<file path="src/rtl/alu_cmp_iter_if.sv">
// Handshake and result bundle for the iterative magnitude comparator.
// The master side drives operands and the result acknowledge; the slave
// side is the comparator itself.
interface alu_cmp_iter_if #(
  parameter int WIDTH = 32
);
  logic             in_valid;
  logic             in_ready;
  logic [WIDTH-1:0] a;
  logic [WIDTH-1:0] b;
  logic             signed_mode;
  logic             out_valid;
  logic             out_ready;
  logic [2:0]       flags;
  logic [WIDTH-1:0] slt;

  modport master (
    output in_valid, a, b, signed_mode, out_ready,
    input  in_ready, out_valid, flags, slt
  );

  modport slave (
    input  in_valid, a, b, signed_mode, out_ready,
    output in_ready, out_valid, flags, slt
  );
endinterface

</file>
<file path="src/rtl/alu_cmp_iter.sv">
// Multi-cycle magnitude comparator: scans two latched operands MSB-first,
// STEP bits per cycle, and reports one-hot {lt, gt, eq} plus an SLT word.
// Signed compares are turned into unsigned ones by flipping both MSBs at
// accept time (offset binary), so the scan logic never sees a sign.
module alu_cmp_iter #(
  parameter int WIDTH      = 32,
  parameter int STEP       = 4,
  parameter bit EARLY_EXIT = 1'b1
) (
  input logic          clk,
  input logic          rst,
  alu_cmp_iter_if.slave bus
);

  localparam int N     = WIDTH / STEP;
  localparam int CNT_W = $clog2(N + 1);

  typedef enum logic [1:0] {
    IDLE = 2'd0,
    RUN  = 2'd1,
    DONE = 2'd2
  } state_e;

  state_e           state_q, state_d;
  logic [WIDTH-1:0] a_q, a_d;
  logic [WIDTH-1:0] b_q, b_d;
  logic [CNT_W-1:0] cnt_q, cnt_d;
  logic             eq_q, eq_d;     // no differing chunk seen yet
  logic             gt_q, gt_d;     // frozen decision once eq_q drops
  logic [2:0]       flags_q, flags_d;

  logic             in_ready;
  logic             out_valid;
  logic             accept;
  logic [STEP-1:0]  chunk_a;
  logic [STEP-1:0]  chunk_b;
  logic             diff;
  logic             chunk_gt;
  logic             last_chunk;
  logic             finish;

  // The operands shift left each RUN cycle, so the current chunk is
  // always the top STEP bits of the working copies.
  assign chunk_a    = a_q[WIDTH-1 -: STEP];
  assign chunk_b    = b_q[WIDTH-1 -: STEP];
  assign diff       = (chunk_a != chunk_b);
  assign chunk_gt   = (chunk_a > chunk_b);
  assign last_chunk = (cnt_q == CNT_W'(N - 1));
  assign accept     = bus.in_valid && in_ready;
  assign finish     = (state_q == RUN) && (last_chunk || (EARLY_EXIT && diff));

  // State register with synchronous reset; reset overrides any handshake.
  always_ff @(posedge clk) begin
    // NOTE: non-blocking assignments in clocked blocks so every flop samples
    // pre-edge values regardless of statement order.
    if (rst) state_q <= IDLE;
    else     state_q <= state_d;
  end

  // Next-state logic: accept in IDLE, scan in RUN, wait for ack in DONE.
  always_comb begin
    // NOTE: default first, so no path through the case leaves state_d
    // unassigned and infers a latch.
    state_d = state_q;
    unique case (state_q)
      IDLE:    if (accept)        state_d = RUN;
      RUN:     if (finish)        state_d = DONE;
      DONE:    if (bus.out_ready) state_d = IDLE;
      default:                    state_d = IDLE;
    endcase
  end

  // Handshake outputs decoded from state only.
  always_comb begin
    in_ready  = (state_q == IDLE);
    out_valid = (state_q == DONE);
  end

  // Datapath next values: latch on accept, scan one chunk per RUN cycle,
  // publish flags only on the RUN->DONE transition.
  always_comb begin
    a_d     = a_q;
    b_d     = b_q;
    cnt_d   = cnt_q;
    eq_d    = eq_q;
    gt_d    = gt_q;
    flags_d = flags_q;
    if (accept) begin
      a_d   = {bus.a[WIDTH-1] ^ bus.signed_mode, bus.a[WIDTH-2:0]};
      b_d   = {bus.b[WIDTH-1] ^ bus.signed_mode, bus.b[WIDTH-2:0]};
      cnt_d = '0;
      eq_d  = 1'b1;
      gt_d  = 1'b0;
    end else if (state_q == RUN) begin
      a_d   = a_q << STEP;
      b_d   = b_q << STEP;
      cnt_d = cnt_q + CNT_W'(1);
      eq_d  = eq_q & ~diff;
      gt_d  = eq_q ? (diff & chunk_gt) : gt_q;
      if (finish) begin
        flags_d = eq_d ? 3'b001 : (gt_d ? 3'b010 : 3'b100);
      end
    end
  end

  // Datapath registers, all cleared by reset.
  always_ff @(posedge clk) begin
    if (rst) begin
      // NOTE: the operand copies are reset too, even though they are
      // reloaded on every accept, so an aborted compare leaves no residue.
      a_q     <= '0;
      b_q     <= '0;
      cnt_q   <= '0;
      eq_q    <= 1'b0;
      gt_q    <= 1'b0;
      flags_q <= 3'b000;
    end else begin
      a_q     <= a_d;
      b_q     <= b_d;
      cnt_q   <= cnt_d;
      eq_q    <= eq_d;
      gt_q    <= gt_d;
      flags_q <= flags_d;
    end
  end

  assign bus.in_ready  = in_ready;
  assign bus.out_valid = out_valid;
  assign bus.flags     = flags_q;
  assign bus.slt       = {{(WIDTH-1){1'b0}}, flags_q[2]};

endmodule

</file>
<file path="src/flat_wrapper.sv">
// flat-port wrapper written by rule: the top's interface ports become plain ports
module alu_cmp_iter_flat 
#(
  parameter int WIDTH      = 32,
  parameter int STEP       = 4,
  parameter bit EARLY_EXIT = 1'b1
)
  (clk, rst, bus_in_valid, bus_a, bus_b, bus_signed_mode, bus_out_ready, bus_in_ready, bus_out_valid, bus_flags, bus_slt);
  alu_cmp_iter_if #(.WIDTH(WIDTH)) bus_i ();
  input logic clk;
  input logic rst;
  input wire logic [$bits(bus_i.in_valid)-1:0] bus_in_valid;
  input wire logic [$bits(bus_i.a)-1:0] bus_a;
  input wire logic [$bits(bus_i.b)-1:0] bus_b;
  input wire logic [$bits(bus_i.signed_mode)-1:0] bus_signed_mode;
  input wire logic [$bits(bus_i.out_ready)-1:0] bus_out_ready;
  output wire logic [$bits(bus_i.in_ready)-1:0] bus_in_ready;
  output wire logic [$bits(bus_i.out_valid)-1:0] bus_out_valid;
  output wire logic [$bits(bus_i.flags)-1:0] bus_flags;
  output wire logic [$bits(bus_i.slt)-1:0] bus_slt;
  assign bus_i.in_valid = bus_in_valid;
  assign bus_i.a = bus_a;
  assign bus_i.b = bus_b;
  assign bus_i.signed_mode = bus_signed_mode;
  assign bus_i.out_ready = bus_out_ready;
  assign bus_in_ready = bus_i.in_ready;
  assign bus_out_valid = bus_i.out_valid;
  assign bus_flags = bus_i.flags;
  assign bus_slt = bus_i.slt;
  alu_cmp_iter #(.WIDTH(WIDTH), .STEP(STEP), .EARLY_EXIT(EARLY_EXIT)) u_core (.clk(clk), .rst(rst), .bus(bus_i));
endmodule
</file>
<file path="config.mk">
export PLATFORM = sky130hd
export DESIGN_NAME = alu_cmp_iter_flat
export DESIGN_NICKNAME = d
export VERILOG_FILES = /design/src/rtl/alu_cmp_iter_if.sv /design/src/rtl/alu_cmp_iter.sv /design/src/flat_wrapper.sv
export SDC_FILE = /design/constraint.sdc
export NUM_CORES = 1
export LEC_CHECK = 0
export CORE_MARGIN = 8
export CORE_UTILIZATION = 50
export CTS_BUF_LIST = sky130_fd_sc_hd__clkbuf_8 sky130_fd_sc_hd__clkbuf_16
export DETAILED_ROUTE_END_ITERATION = 10
export PLACE_DENSITY = 0.94
export SLEW_MARGIN = 20
export SYNTH_ARGS = -nofsm -noshare
export SYNTH_HDL_FRONTEND = slang
export SYNTH_SLANG_ARGS = --single-unit
</file>
<file path="constraint.sdc">
create_clock -name clk -period 3.57 [get_ports clk]
set_clock_uncertainty 0.15 [all_clocks]
set_input_delay 0.714 -clock clk [delete_from_list [all_inputs] [get_ports clk]]
set_output_delay 0.714 -clock clk [all_outputs]
set_load 0.01 [all_outputs]
</file>
; Word level (Yosys, flattened, before mapping)
; Index checks and enable logic that the tools add are counted.
[totals]
reg_bits = 75
in_bits = 69
out_inout_bits = 37
elab_cells = 43
[classes]
add_sub_neg = 1
order_cmp = 1
n_eq_ne = 7
muxes = 13
bitwise = 6
reduce_logical = 8
[ops]
columns = op, count
row1 = $mux 32, 4
row2 = $mux 2, 3
row3 = $mux 3, 2
row4 = $pmux 2 s3, 1
row5 = $reduce_and 3->1, 2
row6 = $add 4x1->4 const B, 1
row7 = $eq 4x3->1 const B, 1
row8 = $gt 4x4->1, 1
row9 = $ne 2x2->1 const B, 2
row10 = $ne 4x4->1, 1
row11 = $mux 1, 3
row12 = $and 1x1->1, 2
row13 = $eq 2x1->1 const B, 1
row14 = $eq 2x2->1 const B, 1
row15 = $logic_and 1x1->1, 2
row16 = $logic_not 2->1, 1
row17 = $ne 2x1->1 const B, 1
row18 = $not 1->1, 2
row19 = $reduce_bool 2->1, 1
row20 = $reduce_or 2->1, 1
row21 = $xor 1x1->1, 2
row22 = $logic_or 1x1->1, 1

; Logic depth before layout (Yosys ltp)
; Gate-level depths: netlist of the first run.
[logic_depth]
ltp_word = 5
ltp_mapped = 7
depth_no_buf = 6

; Worst setup path before layout of the first run
; No wires, ideal clock.
[synth_timing]
path_type = input port to flip-flop
from = input rst
to = register u_core.gt_q
setup_ns = 0.131
arrival_time_ns = 1.482
t_required_ns = 3.289
setup_slack_ns = 1.808
path_stages = 5
path_buffers = 2
path_cell_list = clkbuf_1 > clkbuf_1 > nor2_1 > o211ai_1 > o31ai_1
[synth_via]
elab_chain_cells = 1
[synth_rtl]
columns = item, line_no
row1 = start: declaration, flat_wrapper.sv:11  ; input logic rst;
row2 = $reduce_or 2->1 (no line), --
row3 = end signal: assignment, alu_cmp_iter.sv:122  ; gt_q <= gt_d;
row4 = end: declaration, alu_cmp_iter.sv:29  ; logic gt_q, gt_d;
; Every way passes these cells.
; A chain may end at the register's enable or synchronous reset.

; Worst setup path after layout of the first run
[layout_timing]
from = register u_core.state_q[1]
to = output bus_out_valid
[layout_via]
elab_chain_cells = 1
[layout_rtl]
columns = item, line_no
row1 = start: declaration, alu_cmp_iter.sv:24  ; state_e state_q, state_d;
row2 = start signal: assignment, alu_cmp_iter.sv:57  ; else state_q <= state_d;
row3 = $eq 2x2->1, alu_cmp_iter.sv:76  ; out_valid = (state_q == DONE);
row4 = end: declaration, flat_wrapper.sv:18  ; output wire logic [$bits(bus_i.out_valid)-1:0] bus_out_valid;
; Every way passes these cells.

==> results of run 1 <==
routing by layer:
| metal | up-vias | part of all wire, % |
|---|---|---|
| met1 | 1362 | 43 |
| met5 | - | 0 |
| met4 | 0 | 2.0 |
| li1 | 1414 | - |
| met2 | 138 | 47 |
| met3 | 15 | 8.2 |
Yosys cell counts, types with 2 or more instances:
cell / instances / area share (%)
nor3_1: 2 / 0.30
nand2_1: 69 / 7.8
nor2b_1: 3 / 0.56
a22oi_1: 56 / 13
nor2_1: 6 / 0.67
nand3_1: 10 / 1.5
o211ai_1: 2 / 0.45
clkbuf_1: 9 / 1.0
buf_2: 13 / 1.9
buf_4: 35 / 7.9
nand2b_1: 2 / 0.37
inv_1: 6 / 0.67
dfxtp_1: 75 / 45
xor2_1: 4 / 1.0
a21oi_1: 71 / 11
buf_6: 5 / 1.7
ha_1: 5 / 1.9
critical path, stage by stage, from the launching register on:
cell	delay, ns
dfxtp_1	0.50
nor2b_1	0.22
clkdlybuf4s50_1	0.57
state kept, by name (all words and copies together), names as in the netlist:
| register | count |
|---|---|
| u_core.a_q | 32 |
| u_core.b_q | 32 |
| u_core.bus.flags | 3 |
| u_core.cnt_q | 4 |
| u_core.eq_q | 1 |
| u_core.gt_q | 1 |
| u_core.state_q | 2 |
cells by family after synthesis:
kind of cell    after synthesis  synth area share, %
compound gates              136                 25.3
fa+ha+maj                     5                 1.87
xor+xnor                      5                 1.31
buf+inv                      68                 13.2
other cells                   1                0.112
simple gates                 99                 13.2
flops                        75                 45.0
cell type report:
type | instances | area [um2]
Clock buffer | 9 | 124
Clock inverter | 7 | 83.8
Fill cell | 534 | 2260
Inverter | 6 | 22.5
Multi-Input combinational cell | 276 | 1520
Sequential cell | 75 | 1500
Tap cell | 77 | 96.3
Timing Repair Buffer | 78 | 778
power breakdown:
group	internal, mW	total, mW	switching (mW)	leakage [nW]
logic	0.173	0.389	0.215	0.814
registers	0.907	0.951	0.0434	0.616
clock network	0.335	0.680	0.345	0.102
total	1.42	2.02	0.604	1.53
cells in the final DEF, fill, tap and decap left out, types with 2 or more instances in the layout:
cell type	netlist	layout
nand2b_1	2	2
nand3_1	10	10
a21oi_1	71	71
inv_1	6	6
o211ai_1	2	2
inv_6	0	2
buf_4	35	3
conb_1	1	31
nor2b_1	3	2
dfxtp_1	75	75
ha_1	5	5
nor2_1	6	6
nand2_1	69	69
clkdlybuf4s50_1	0	73
xor2_1	4	4
a22oi_1	56	56
clkinv_4	0	2
clkbuf_8	0	9
nor3_1	2	2
metrics by stage:
step | cell area [um2] | util [%]
finish | 4120 | 64.5
global route | 4120 | 64.5
CTS | 4120 | 64.5
detailed placement | 3910 | 61.3
global placement | 3910 | 61.3
floorplan | 3450 | -
path summary, 6_finish.rpt:
| check | start | to | slack, ns | cells past startpoint |
|---|---|---|---|---|
| max | u_core.state_q[1]$_SDFFE_PP0P_ | bus_out_valid | 1.07 | 2 |
| min | u_core.b_q[6]$_SDFFE_PP0P_ | u_core.b_q[6]$_SDFFE_PP0P_ | 0.31 | 2 |
| max reg2reg | u_core.state_q[0]$_SDFFE_PP0P_ | u_core.a_q[23]$_SDFFE_PP0P_ | 1.39 | 4 |
| min reg2reg | u_core.b_q[6]$_SDFFE_PP0P_ | u_core.b_q[6]$_SDFFE_PP0P_ | 0.31 | 2 |
==> flow_summary.toml, run 1 <==
[min_path]
hold_path.class = "flip-flop to flip-flop"

[floorplanning]
rows = 29
die-area_um2 = 9540
io_pins = 106
initial_core_util_pct = 52.3
die_h_um = 97.7
core_um2 = 6390
die_x_um = 97.7

[synthesis]
synth-seq-area-share_pct = 45.0
synthFlopType = "dfxtp_1"
synth-seq-cells = 75
syn_area_um2 = 3340
synth_cell_types = 33
synth_edf_count = 0
syn_avg_cell_area_um2 = 8.58
async_reset_ff_share_pct = 0
syn_inst = 389
yosys_warnings = 0

[clock_tree]
cts_resized = 0
htree_levels = 3
cts_tree = "built"
holdBufCountCts = 0
cts.sinks = 75
clock_latency_ns = 0.36
cts_root_buf = "clkbuf_8"
clk_pin_slew_ns = 0.09
cts-buffers-inserted = 9
cts_setup_buffers = 0
clk_path_buf_depth = 2

[placed_design]
gp_congestion = 0.806
dpl.hpwl_um = 5680
post-place-cells = 512
io_buffers = 74
pre_cts_ws_ns = 0.883

[setup_path]
worstSetupPathType = "flip-flop to output pin"
worstPathArrival_ns = 1.64
crit_path_end_kind = "output pin"
cp.required_ns = 2.71
critPathMaxFanout = 6
crit_path_start_kind = "flip-flop"

[global_routing]
use_met2_pct = 26.4
grt_pass1_vias = 2946
grt_pass1_wl_um = 13600
grt_use_met3_pct = 6.83
track_usage_pct = 17.2
antenna_found_initial = 0
grt_overflow_total = 0
grt_max_degree = 67
grt.busiest_layer = "met2"
grt_use_met1_pct = 20.4

[route]
final_antenna_net_count = 0
drcViolationCount = 0
drtIter0Drc = 213
num_vias = 2929
wl_per_cell_um = 15.5
wirelength_um = 8190
viasPerCell = 5.55
dr.pass1.iters = 5

[cells_and_area]
syn_to_final_growth_pct = 23.5
stdcell_count = 528
diodes = 0
drive_gt1_share_pct = 5.54
nets = 520

[status]
outcome = "finished, final reports clean"

[flow_run]
max-cap-violations = 0

[timing]
min_period_ns = 2.50
final.setup.tns_ns = 0
worst_slack_ns = 1.07
holdWs_ns = 0.311
rsz0062_at_grt = "no"
hold_viol = 0
relSlewSlack_pct = 50.7
finalCritPeriodShare_pct = 70.1
clock.fmax_mhz = 400
drv_slew = 0
worst_pin_slew_ns = 0.738
setup_viol = 0

[pwr]
peakVddDrop_v = 0.000332
leakage_nw = 1.53
powerDensity_nw_per_um2 = 490
p_total_mw = 2.02
Note: power is estimated with default switching activity, not from simulation.
==> run 2: changes to the inputs <==
Settings changed: CORE_UTILIZATION 50 to 46, PLACE_DENSITY 0.94 to 0.88.
Clock period 3.57 ns to 2.5 ns, I/O delays scaled along.
==> run 2 against run 1 <==
Against the previous run: via count fell by 2.2%; global-route usage is 1.8 points lower; power up 47%; cell count is 4.4% higher.
==> flow_summary.toml, run 2 (synthesis gave the netlist of run 1 again) <==
[route]
drcViolationCount = 0
viasPerCell = 5.20
wirelength_um = 8010
dr.pass1.iters = 4
drtIter0Drc = 205
num_vias = 2864
wl_per_cell_um = 14.5
final_antenna_net_count = 0

[setup_path]
worstPathArrival_ns = 1.59
rr_startpoint = "u_core.state_q[1]$_SDFFE_PP0P_"
crit_end = "bus_out_valid"
critPathMaxFanout = 6
worstSetupPathType = "flip-flop to output pin"
reg2reg_depth = 4
critPathLaunch = "u_core.state_q[1]$_SDFFE_PP0P_"
rrSetupSlack_ns = 0.56
cp.required_ns = 1.85
r2r-end = "u_core.gt_q$_SDFFE_PP0P_"
crit_path_end_kind = "output pin"
crit_path_start_kind = "flip-flop"

[clock_tree]
cts_root_buf = "clkbuf_8"
cts_setup_buffers = 0
cts_resized = 0
cts-buffers-inserted = 9
holdBufCountCts = 0
clock_latency_ns = 0.34
cts_tree = "built"
clk_pin_slew_ns = 0.08
clk_path_buf_depth = 2
htree_levels = 3
cts.sinks = 75

[cells_and_area]
final_cell_mix = "dfxtp_1 (75), clkdlybuf4s50_1 (73), a21oi_1 (71), nand2_1 (69), a22oi_1 (56)"
largest_registers = "u_core.a_q x32, u_core.b_q x32, u_core.cnt_q x4"
layout_commonest_cell = "dfxtp_1"
syn_to_final_growth_pct = 25.4
drive_gt1_share_pct = 5.75
diodes = 0
fillCellCount = 637
nets = 521

[timing]
hold_viol = 0
worst_slack_ns = 0.264
finalCritPeriodShare_pct = 89.4
setup_viol = 0
min_period_ns = 2.24
holdWs_ns = 0.310
rsz0062_at_grt = "no"
worst_pin_slew_ns = 0.673
final.setup.tns_ns = 0
drv_slew = 0
relSlewSlack_pct = 55.1
clock.fmax_mhz = 447

[floorplanning]
die_h_um = 101
core_um2 = 7140
io_pins = 106
die-area_um2 = 10200
rows = 31
die_x_um = 101
initial_core_util_pct = 46.8

[global_routing]
grt_pass1_vias = 2763
antenna_found_initial = 0
grt_pass1_wl_um = 12700
track_usage_pct = 15.3
grt_overflow_total = 0
grt_max_degree = 67

[pwr]
peakVddDrop_v = 0.000312
powerDensity_nw_per_um2 = 710
swShare_pct = 27.1
p_sw_uw = 805
power.clock.fraction_pct = 35.6
power_frac_seq_pct = 45.6
p_comb_share_pct = 18.8
p_int_mw = 2.16
leakage_nw = 1.55

[status]
outcome = "finished, final reports clean"

[placed_design]
pre_cts_ws_ns = -0.108
io_buffers = 74
dpl.hpwl_um = 5600
gp_congestion = 0.775

[flow_run]
max-cap-violations = 0

[min_path]
holdPathStages = 2
hold_path.class = "flip-flop to flip-flop"
-- run 2: cell types whose count changed in the layout (fill, tap and decap cells not counted), sizes merged --
cell / change
clkbuf: +2
clkinvlp: +1
clkinv: -2
inv: -2
buf: +1
bufinv: +1
-- run 2: critical path, cell delays in order (launching register included) --
cell and delay [ns]:
dfxtp_1 0.48, nor2b_1 0.21, clkdlybuf4s50_1 0.56
-- run 2: cell type report --
type	count	area [um2]	area share (%)
clock inverter	5	83.8	2.00
tap	99	124	2.96
sequential	75	1500	35.9
timing repair buffer	79	786	18.8
inverter	6	22.5	0.538
clock buffer	11	151	3.62
multi-input combinational	276	1520	36.2
-- run 2: worst min path at each step --
stage | start | end | slack [ns]
2_1_floorplan | u_core.a_q[28]$_SDFFE_PP0P_ | u_core.a_q[28]$_SDFFE_PP0P_ | 0.29
3_3_place_gp | u_core.a_q[16]$_SDFFE_PP0P_ | u_core.a_q[16]$_SDFFE_PP0P_ | 0.29
3_5_place_dp | u_core.b_q[12]$_SDFFE_PP0P_ | u_core.b_q[12]$_SDFFE_PP0P_ | 0.30
4_1_cts | u_core.b_q[15]$_SDFFE_PP0P_ | u_core.b_q[15]$_SDFFE_PP0P_ | 0.31
5_1_grt | u_core.a_q[28]$_SDFFE_PP0P_ | u_core.a_q[28]$_SDFFE_PP0P_ | 0.33
6_report | u_core.b_q[14]$_SDFFE_PP0P_ | u_core.b_q[14]$_SDFFE_PP0P_ | 0.31
-- run 2: power by group through the flow --
| stage | Sequential, mW | Combinational, mW | Clock (mW) |
|---|---|---|---|
| 5_1_grt | 1.37 | 0.616 | 1.13 |
| 6_report | 1.36 | 0.557 | 1.06 |
| 3_5_place_dp | 1.38 | 0.542 | 0 |
| 2_1_floorplan | 1.37 | 0.417 | 0 |
| 3_3_place_gp | 1.38 | 0.528 | 0 |
| 4_1_cts | 1.35 | 0.545 | 1.08 |
-- run 2: routing by layer --
| layer | track usage, % | part of all wire, % |
|---|---|---|
| met1 | 19.3 | 44 |
| met2 | 24.1 | 47 |
| met3 | 5.57 | 9.0 |
| met4 | 4.24 | 0.45 |
| met5 | 0 | 0 |
-- run 2: through the flow --
stage                     instance area, um2  cells  power (mW)  utilization, %
after global routing                    4180    551        3.11            58.6
after CTS                               4160    550        2.98            58.3
after floorplan                         3450    419        1.78               -
final                                   4180    551        2.97            58.6
after detailed placement                3930    534        1.92            55.0
after global placement                  3930    534        1.90            55.0
